<file path="config.mk">
export PLATFORM = sky130hd
export DESIGN_NAME = pulse_code_generator
export DESIGN_NICKNAME = d
export VERILOG_FILES = /design/src/rtl/pulse_code_generator.sv
export SDC_FILE = /design/constraint.sdc
export NUM_CORES = 1
export LEC_CHECK = 0
export CORE_MARGIN = 2
export CORE_UTILIZATION = 40
export DETAILED_ROUTE_END_ITERATION = 16
export PLACE_DENSITY = 0.67
export SYNTH_ARGS = -nofsm -noshare
export SYNTH_HDL_FRONTEND = slang
export SYNTH_SLANG_ARGS = --single-unit
export TNS_END_PERCENT = 50
</file>
<file path="constraint.sdc">
create_clock -name clk -period 5.5 [get_ports clk]
set_input_delay 0.55 -clock clk [delete_from_list [all_inputs] [get_ports clk]]
set_output_delay 0.55 -clock clk [all_outputs]
set_load 0.02 [all_outputs]
</file>
<file path="src/rtl/pulse_code_generator.sv">
// ----------------------------------------------------------------------------
// pulse_code_generator
//
// Phase-code generator for the HFSWR transmitter chain. A rising edge of the
// pulse gate `sinc` latches a code, its length and a chip width. The code is
// then serialised LSB-first, with each bit held for `tiempo_b` clocks. The
// block supports alternating complementary A/B codes, continuous repeat while
// the gate is high, and a sticky flag for invalid configurations.
//
// Parameters:
//   CODE_W   code register width and maximum code length (1..255)
//   CNT_W    width of the chip-width counter and of tiempo_b
//
// Ports:
//   clk        in   system clock, rising edge
//   rst        in   asynchronous active-high reset
//   sinc       in   pulse gate; rising edge starts, low level ends/aborts
//   num_dig    in   code length in bits (sampled at start)
//   codigo_a   in   code A, bit 0 first (sampled at start)
//   codigo_b   in   code B, complementary partner (sampled at start)
//   tiempo_b   in   chip width in clocks (sampled at start)
//   modo       in   00 single A, 01 alternate A/B, 10 repeat A, 11 as 00
//   out        out  current code bit, 0 when idle
//   out_en     out  high while a code bit is driven
//   bit_idx    out  index of the bit currently on out
//   code_sel   out  code in use (0 = A, 1 = B), latched at start
//   busy       out  high while in RUN
//   done       out  one-cycle pulse when a code completes
//   aborted    out  one-cycle pulse when sinc falls during RUN
//   cfg_err    out  sticky invalid-configuration flag
// ----------------------------------------------------------------------------
module pulse_code_generator #(
    parameter int unsigned CODE_W = 64,
    parameter int unsigned CNT_W  = 32
) (
    input  logic              clk,
    input  logic              rst,
    input  logic              sinc,
    input  logic [7:0]        num_dig,
    input  logic [CODE_W-1:0] codigo_a,
    input  logic [CODE_W-1:0] codigo_b,
    input  logic [CNT_W-1:0]  tiempo_b,
    input  logic [1:0]        modo,
    output logic              out,
    output logic              out_en,
    output logic [7:0]        bit_idx,
    output logic              code_sel,
    output logic              busy,
    output logic              done,
    output logic              aborted,
    output logic              cfg_err
);

    typedef enum logic [1:0] {
        StIdle,
        StRun,
        StWaitLow
    } state_e;

    localparam logic [8:0]       MaxLen = 9'(CODE_W);
    localparam logic [CNT_W-1:0] CntOne = CNT_W'(1);

    state_e            state_q;
    logic              sinc_q;
    logic              toggle_q;
    logic              repeat_q;
    logic [CODE_W-1:0] code_q;
    logic [7:0]        len_q;
    logic [CNT_W-1:0]  chip_w_q;
    logic [CNT_W-1:0]  cnt_q;

    logic              start;
    logic              cfg_ok;
    logic              sel_b;
    logic [CODE_W-1:0] start_code;
    logic              chip_last;
    logic              code_last;
    logic [7:0]        next_idx;
    logic [CODE_W-1:0] code_shift;
    logic              next_bit;

    always_comb begin
        start      = sinc & ~sinc_q;
        cfg_ok     = (num_dig != 8'd0) && ({1'b0, num_dig} <= MaxLen) && (tiempo_b != '0);
        // Only mode 01 ever selects code B; the toggle picks which one.
        sel_b      = (modo == 2'b01) & toggle_q;
        start_code = sel_b ? codigo_b : codigo_a;
        chip_last  = (cnt_q == chip_w_q - CntOne);
        code_last  = (bit_idx == len_q - 8'd1);
        next_idx   = bit_idx + 8'd1;
        // Shift instead of a variable bit-select so the index width never
        // has to match CODE_W.
        code_shift = code_q >> next_idx;
        next_bit   = code_shift[0];
    end

    always_ff @(posedge clk or posedge rst) begin
        if (rst) begin
            state_q  <= StIdle;
            sinc_q   <= 1'b0;
            toggle_q <= 1'b0;
            repeat_q <= 1'b0;
            code_q   <= '0;
            len_q    <= '0;
            chip_w_q <= '0;
            cnt_q    <= '0;
            out      <= 1'b0;
            out_en   <= 1'b0;
            bit_idx  <= '0;
            code_sel <= 1'b0;
            busy     <= 1'b0;
            done     <= 1'b0;
            aborted  <= 1'b0;
            cfg_err  <= 1'b0;
        end else begin
            sinc_q  <= sinc;
            done    <= 1'b0;
            aborted <= 1'b0;

            unique case (state_q)
                StIdle: begin
                    if (start) begin
                        if (cfg_ok) begin
                            code_q   <= start_code;
                            len_q    <= num_dig;
                            chip_w_q <= tiempo_b;
                            repeat_q <= (modo == 2'b10);
                            cnt_q    <= '0;
                            bit_idx  <= '0;
                            code_sel <= sel_b;
                            out      <= start_code[0];
                            out_en   <= 1'b1;
                            busy     <= 1'b1;
                            cfg_err  <= 1'b0;
                            // Toggle advances on every started pulse,
                            // aborted ones included.
                            if (modo == 2'b01) begin
                                toggle_q <= ~toggle_q;
                            end
                            state_q  <= StRun;
                        end else begin
                            cfg_err <= 1'b1;
                            state_q <= StWaitLow;
                        end
                    end
                end

                StRun: begin
                    // Gate low wins over a terminal chip in the same cycle.
                    if (!sinc) begin
                        out     <= 1'b0;
                        out_en  <= 1'b0;
                        busy    <= 1'b0;
                        bit_idx <= '0;
                        cnt_q   <= '0;
                        aborted <= 1'b1;
                        state_q <= StIdle;
                    end else if (chip_last) begin
                        cnt_q <= '0;
                        if (!code_last) begin
                            bit_idx <= next_idx;
                            out     <= next_bit;
                        end else if (repeat_q) begin
                            // Wrap straight back to bit 0 with no gap cycle.
                            bit_idx <= '0;
                            out     <= code_q[0];
                            done    <= 1'b1;
                        end else begin
                            out     <= 1'b0;
                            out_en  <= 1'b0;
                            busy    <= 1'b0;
                            bit_idx <= '0;
                            done    <= 1'b1;
                            state_q <= StWaitLow;
                        end
                    end else begin
                        cnt_q <= cnt_q + CntOne;
                    end
                end

                StWaitLow: begin
                    // One gate-high period yields at most one single code.
                    if (!sinc) begin
                        state_q <= StIdle;
                    end
                end

                default: begin
                    state_q <= StIdle;
                end
            endcase
        end
    end

endmodule

</file>
==> results by group <==
STA
  – Actual slew at the worst max-slew pin: between 1 and 1.5 ns
  – # setup viols final: 0
  – Clk_skew: between 0.009 and 0.01 ns
  – RSZ-0062 raised after global routing: false
  – TNS Setup: 0 ns
  – Final period utilization: 77.6%
  – Slew HR: about 25%
  – Max-slew violations: 0
  – Tmin final: 4.27 ns
  – Final hold viol count: 0
  – Achievable frequency: approximately 230 MHz

Finish
  – Multi-input logic area: 4920 um2
  – Ant diodes: 0
  – Area delta synth->final: 29.7%
  – Fillers: 2069
  – FF/Latch Area: 3880 um2
  – Layout cells sized above 1: between 10% and 20%
  – Post-route insts no fill: between 1000 and 1500
  – Fin nets: ~1200

Worst setup path
  – Worst path top cell family by delay: simple AND/OR/NAND/NOR gates
  – CP required: a little under 6 ns
  – Critical path buffer and inverter count: 1
  – CP Max Fanout: 29
  – Cells along the critical path: nor3_1, nand4_1, or4_2, xnor2_1, nor4_1, nand4_4, a21oi_4, buf_4, nor2_2
  – CP Class: reg -> reg
  – Startpoint types: flop
  – Worst setup EP type: flop
  – Max incr delay on CP: ~0.93 ns
  – Crit path max-delay cell type: nor3_1
  – Arr. time, crit path: between 4 and 5 ns

GRT
  – Largest net degree at the start of global routing: 109
  – Initial antenna violation count: 0
  – Met2 usage: 35.3%
  – Met1 usage in global routing: roughly a quarter
  – Global Route met3 Usage: 4.60%
  – First-pass GRT wire length: between 30000 and 40000 um
  – GRT Total Usage: 20.3%
  – Via count of the first global-routing pass: between 7000 and 8000
  – Gr ovfl total: 0
  – GRT busiest layer: met2

Floorplan
  – Die W: around 150 um
  – Die Y-Extent: approximately 150 um
  – Site row count: 55
  – Core area: between 20000 and 25000 um2
  – Ports: 188
  – Die ar.: around 24000 um2
  – Starting density of the core: about two fifths

Clock tree
  – Root Buffer: clkbuf_16
  – Clock sinks: 155
  – H-tree depth: 4
  – Worst skew pair latency: 0.43 ns
  – Clock buffer depth: 2
  – # Post-CTS Setup Buffers: 0
  – Post_cts resized: 0
  – Total CTS buffers: 17
  – Clk pin slew, worst setup/hold paths: roughly 0.07 ns
  – Hold Buf Count CTS: 0
  – CTS tree: yes

Pwr
  – Leakage power: a little under 5 nW
  – Peak supply drop: between 0.2 and 0.25 mV
  – PwrDens: 354 nW/um2

Routing
  – DR pass1 iterations: 7
  – Drt wl/cell: roughly 17 um
  – Iter 0 DRT Violations: between 300 and 400
  – Final WL: around 24000 um
  – DRC Markers: 0
  – DRT antenna net count: 0
  – Via count: 7242
  – Via/cell ratio: approximately 5.4

Synth
  – Ys async rst share: 100%
  – Synth Area per Inst: 10.2 um2
  – Ys Warns: 0
  – Yosys cell types: 68
  – Syn nets: between 1000 and 1500
  – Flip-flop and latch count after synthesis: ~160
  – Mapped cell area: around 9100 um2
  – EDFF count, synth: 0
  – Top_reg_cell synth: dfrtp_1
  – Post-synthesis sequential area ratio: 42.8%
  – Cell count after synthesis: between 800 and 900

Outcome
  – Status: completed

Placement
  – Post-DP HPWL: 17900 um
  – Cells after DPL: 1321
  – Count of input and output buffers: 187
  – Placer Congestion: between 0.8 and 0.9

Job
  – Max-Cap Viols: 0

Hold path
  – Worst hold path type: reg -> reg
final timing paths:
kind	startpoint	slack, ns	depth (start not counted)	endpoint
min reg2reg	toggle_q	0.48	1	toggle_q
max in group asynchronous	rst	3.58	3	toggle_q
max reg2reg	chip_w_q[2]	1.23	9	cnt_q[10]
min in group asynchronous	rst	0.73	2	chip_w_q[26]
min	toggle_q	0.48	1	toggle_q
max	chip_w_q[2]	1.23	9	cnt_q[10]
power breakdown:
| part | total [mW] | internal (mW) | switching [mW] |
|---|---|---|---|
| logic | 1.22 | 0.637 | 0.584 |
| clock network | 1.21 | 0.660 | 0.554 |
| registers | 1.73 | 1.44 | 0.285 |
flip-flops by register name, summed over array words and instances, names as in the netlist:
| signal | flops |
|---|---|
| out | 1 |
| cnt_q | 32 |
| busy | 1 |
| chip_w_q | 32 |
| code_sel | 1 |
| code_q | 64 |
| toggle_q | 1 |
| bit_idx | 8 |
| repeat_q | 1 |
| sinc_q | 1 |
| len_q | 8 |
| aborted | 1 |
| done | 1 |
| state_q | 2 |
| cfg_err | 1 |
metrics by stage:
stage               power [mW]  instance area [um2]  util [%]  hold WS (ns)  setup WS [ns]
floorplan                 2.56                 9070         -         0.446          0.772
global placement          2.93                11100      49.7         0.460           1.46
detailed placement        2.97                11100      49.7         0.470           1.30
CTS                       4.20                11800      52.4         0.481           1.22
global route              4.42                11800      52.4         0.516           1.02
finish                    4.16                11800      52.4         0.479           1.23
placed cells by master (no fill, tap or decap), drive strengths merged, types with 3 or more instances in the layout:
cell and n:
a22o 4, nand3b 5, o22ai 4, inv 27, o31ai 5, mux2 37, nor3b 3, nor2 128
or3 5, dfrtp 155, nor4 22, clkbuf 17, a31oi 7, nand2 35, a21oi 72, xnor2 46
buf 7, mux4 18, nor2b 11, mux2i 74, nor3 21, ha 4, xor2 37, o21ai 16
and4 9, and3 9, nand2b 9, a32o 5, a2111oi 3, or4 7, nand4 13, or2 4
clkinv 4, and2 5, nand3 21, clkdlybuf4s50 187, o21a 3
cell usage after synthesis (all sizes together), types with 10 or more instances:
cell      n  area (um2)
buf      10        72.6
mux4     18         405
xor2     37         324
dfrtp   155        3880
nand4    13        96.3
nand3    21         105
inv      17        63.8
a21oi    72         379
mux2i    74         741
o21ai    16        91.3
nand2    35         131
nor4     22         144
clkbuf   37         139
xnor2    46         403
nor2    128         551
mux2     37         417
nor3     21         105
nor2b    11        68.8
routing by layer:
layer | part of all wire (%) | wire [um] | up-vias
met5 | 0 | 0 | -
met4 | 1.2 | 295 | 0
met3 | 5.3 | 1250 | 17
met2 | 50 | 11900 | 213
met1 | 43 | 10300 | 3466
li1 | - | - | 3546
logic make-up after synthesis:
family                   Yosys count  synth area share (%)
XOR/XNOR                          83                  8.02
AND/OR/NAND/NOR                  313                  18.2
adder cells (fa/ha/maj)            4                 0.552
flip-flops                       155                  42.8
buffers and inverters             64                  3.04
AO/OA/AOI/OAI                    141                  10.1
multiplexers                     129                  17.2
layout make-up:
type	count	share of cell area (%)
sequential	155	33.0
multi-input combinational	670	41.8
inverter	17	0.585
clock buffer	17	3.62
clock inverter	15	1.62
timing repair buffer	194	16.4
tap	285	3.03
Power figures use the tool's default switching activity.
==> variant 1: new RTL, same settings <==
The 3 states of `state_e` get a one-hot encoding in 3 bits.
--- a/src/rtl/pulse_code_generator.sv
+++ b/src/rtl/pulse_code_generator.sv
@@ -51,10 +51,10 @@
     output logic              cfg_err
 );
 
-    typedef enum logic [1:0] {
-        StIdle,
-        StRun,
-        StWaitLow
+    typedef enum logic [2:0] {
+        StIdle    = 3'b001,
+        StRun     = 3'b010,
+        StWaitLow = 3'b100
     } state_e;
 
     localparam logic [8:0]       MaxLen = 9'(CODE_W);
Behaviour: same outputs for any inputs over 4 cycles, from zero or initial values and one cycle with rst high; so few cycles prove little.
==> variant 1 against the original RTL <==
Wire length down 2.5%; clock skew up 0.83 ps; setup slack worse by 300 ps; sequential cell count up 1; design area down 0.72%; hold slack worse by 9.0 ps; power down 8.4%; synthesized area down 1.2%; critical path type unchanged; critical endpoint is now cnt_q[26]; largest power group unchanged.
==> variant 1: results (changes against the original RTL) <==
status=completed; Cells after DPL=1381 (+4.5%); Synth Area in Compound Gates=10.6% (+0.49 points); met2 Usage GRT=33.5% (-1.7 points); CP Max Fanout=36 (+24%); Worst EP arrival=4880 ps (+310 ps); DR pass1 iterations=5 (-2); initial drt markers=306 (-23%); syn_nets=1134 (+6.4%); Synth top cells by count=nand2_1, dfrtp_1, o21ai_0; Final Cell Area=0.0117 mm2 (-0.72%); post-synthesis mux area share=12.3% (-4.9 points); clock network area share=5.18% (-0.048 points); Vias=7460 (+3.0%); IR drop worst, VDD=0.180 mV (-12%); clk_skew=10.8 ps (+0.832 ps); metal2 WL=11.3 mm (-4.8%); synthesis-to-layout area growth=30.4%; routed wl met3=1.11 mm (-12%); count of cell types in the netlist=63 (-7.4%); DPL Wire Length=17.3 mm (-3.1%); fraction of area in multi-input gates=40.9% (-0.96 points); flops & latches, synth=156 (+0.65%); bufs w/o clock=201 (+3.6%); Synth Area in XOR/XNOR=8.21% (+0.20 points); WL final=23.1 mm (-2.5%); Net Sw Frac=31.8% (-2.3 points); Adder-Cell Fraction of Synth Area=0.559% (+0.0067 points); leakage=5.35 nW (+7.9%); placed inst area=0.0111 mm2 (-0.67%); top cells by area, synth=dfrtp_1, nand2_1, mux2i_1; largest net degree at the start of global routing=68 (-38%); WL met1=10.1 mm (-1.4%); CLK BUF=18 (+1); Data buffer area share=16.9% (+0.57 points); Final Wtd Congestion=0.839 (-6.5%); worst slack, placed=924 ps (-380 ps); #MultiIn Comb=727 (+8.5%); vias per inst=5.28 (-1.4%)
==> variant 1: worst paths after layout <==
check / endpoint / cells after the start / slack (ps) / from
worst max-delay path: cnt_q[26] / 8 / 930 / chip_w_q[12]
worst min-delay path: toggle_q / 1 / 470 / toggle_q
worst max register to register: cnt_q[26] / 8 / 930 / chip_w_q[12]
worst min register to register: toggle_q / 1 / 470 / toggle_q
max in group asynchronous: len_q[3] / 3 / 3850 / rst
min in group asynchronous: aborted / 2 / 530 / rst
==> variant 1: critical path: stages, from the launching register on <==
cell and delay, ps:
dfrtp_1 460, or4_1 650, or4_1 650, or4_1 570, or4_1 540, a32o_1 260
nor4_4 560, o21ai_2 470, and2_1 290
==> variant 1: power by group through the flow <==
stage,Sequential (mW),Clock [mW],Combinational [mW]
after detailed placement,1.58,0,1.05
final,1.56,1.21,1.04
after global placement,1.57,0,1.03
after floorplan,1.52,0,0.741
after CTS,1.56,1.22,1.05
after global routing,1.60,1.27,1.17
==> variant 2: new RTL, same flow settings <==
Without the edit above. The parameter `CNT_W` goes from 32 to 28.
--- a/src/rtl/pulse_code_generator.sv
+++ b/src/rtl/pulse_code_generator.sv
@@ -31,7 +31,7 @@
 // ----------------------------------------------------------------------------
 module pulse_code_generator #(
     parameter int unsigned CODE_W = 64,
-    parameter int unsigned CNT_W  = 32
+    parameter int unsigned CNT_W  = 28
 ) (
     input  logic              clk,
     input  logic              rst,
Ports: changed (resized tiempo_b); port bits go from 188 to 184. The function was not compared with the original's and may differ.
==> variant 2 against the original RTL <==
Sequential cell count decreased by 8; design area decreased by 5.1%; synthesized cell count decreased by 2.6%; highest routed layer unchanged; via count decreased by 3.9%; hold slack improved by 9.2 ps; critical path depth increased by 3; power decreased by 11%; setup slack improved by 230 ps; clock skew decreased by 1.5 ps; sequential share of layout area about the same; synthesized area decreased by 5.8%; wire length decreased by 10%.
==> variant 2: results (changes against the original RTL) <==
fin crit period=4040 ps (-226 ps); syn_nets=1039 (-2.5%); biggest regs=code_q (64), chip_w_q (28), cnt_q (28); met2 Usage GRT=32.6% (-2.6 points); DR pass1 iterations=5 (-2); met3 Resource Use GR=3.79% (-0.81 points); Non-clk invs=21 (+4); routed wl met3=1.18 mm (-5.7%); worst reg-to-reg path cell count=12 (+3); Final Wtd Congestion=0.842 (-6.2%); Register Area=0.00368 mm2 (-5.2%); Synth Area in XOR/XNOR=7.59% (-0.43 points); met1 GRT Util=25.2% (-0.43 points); IR drop worst, VDD=0.174 mV (-15%); clock distribution power=1.15 mW (-5%); WL met1=9.54 mm (-7.1%); Adder-Cell Fraction of Synth Area=0.586% (+0.034 points); metal2 WL=10.2 mm (-14%); NumNets Final=1194 (-3.1%); Synth Area in Compound Gates=9.45% (-0.70 points); Worst EP arrival=4340 ps (-230 ps); area of the multi-input gates=0.00458 mm2 (-6.9%); setup slack, reg-to-reg=1460 ps (+230 ps); CP Max Fanout=26 (-10%); first-pass GRT wire length=33.9 mm (-10%); initial drt markers=348 (-12%); worst slack, placed=1600 ps (+294 ps); status=completed; vias per inst=5.32 (-0.63%); Data buffer area share=17.0% (+0.62 points); share of total power in combinational logic=28.4% (-0.9 points); bufs w/o clock=190 (-2.1%); WL final=21.3 mm (-10%); clock network area share=5.24% (+0.0096 points); Fillers=1975 (-4.5%); clk_skew=8.44 ps (-1.50 ps); first element of the critical path=chip_w_q[0]; DPL Wire Length=16.0 mm (-11%); IO buf count=183 (-2.1%); CTS Sinks=147 (-5.2%)
==> variant 2: cell count changes after synthesis, moves of 5 or more <==
| cell | delta |
|---|---|
| a211oi_1 | +6 |
| clkbuf_1 | +7 |
| dfrtp_1 | -8 |
| mux2i_1 | +5 |
| nand2b_1 | -6 |
| nor2_1 | +21 |
| nor2_2 | -27 |
| xnor2_1 | -8 |
==> variant 2: critical path, stage by stage (launching register included) <==
cell and delay [ps]:
dfrtp_1 420, inv_1 90, ha_1 220, or3b_2 540
nor3_1 370, mux2_2 380, a31oi_1 190, o2111ai_1 160
nor4_1 290, nand4_2 410, a21oi_2 370, buf_4 340
nor2_1 110
==> variant 2: through the flow <==
step / hold WS, ps / cell area, um2 / cells / power (mW)
after floorplan: 446 / 8540 / 866 / 2.23
after global placement: 461 / 10600 / 1277 / 2.58
after detailed placement: 471 / 10600 / 1277 / 2.60
after CTS: 491 / 11200 / 1309 / 3.77
after global routing: 531 / 11200 / 1309 / 3.95
final: 488 / 11200 / 1309 / 3.72
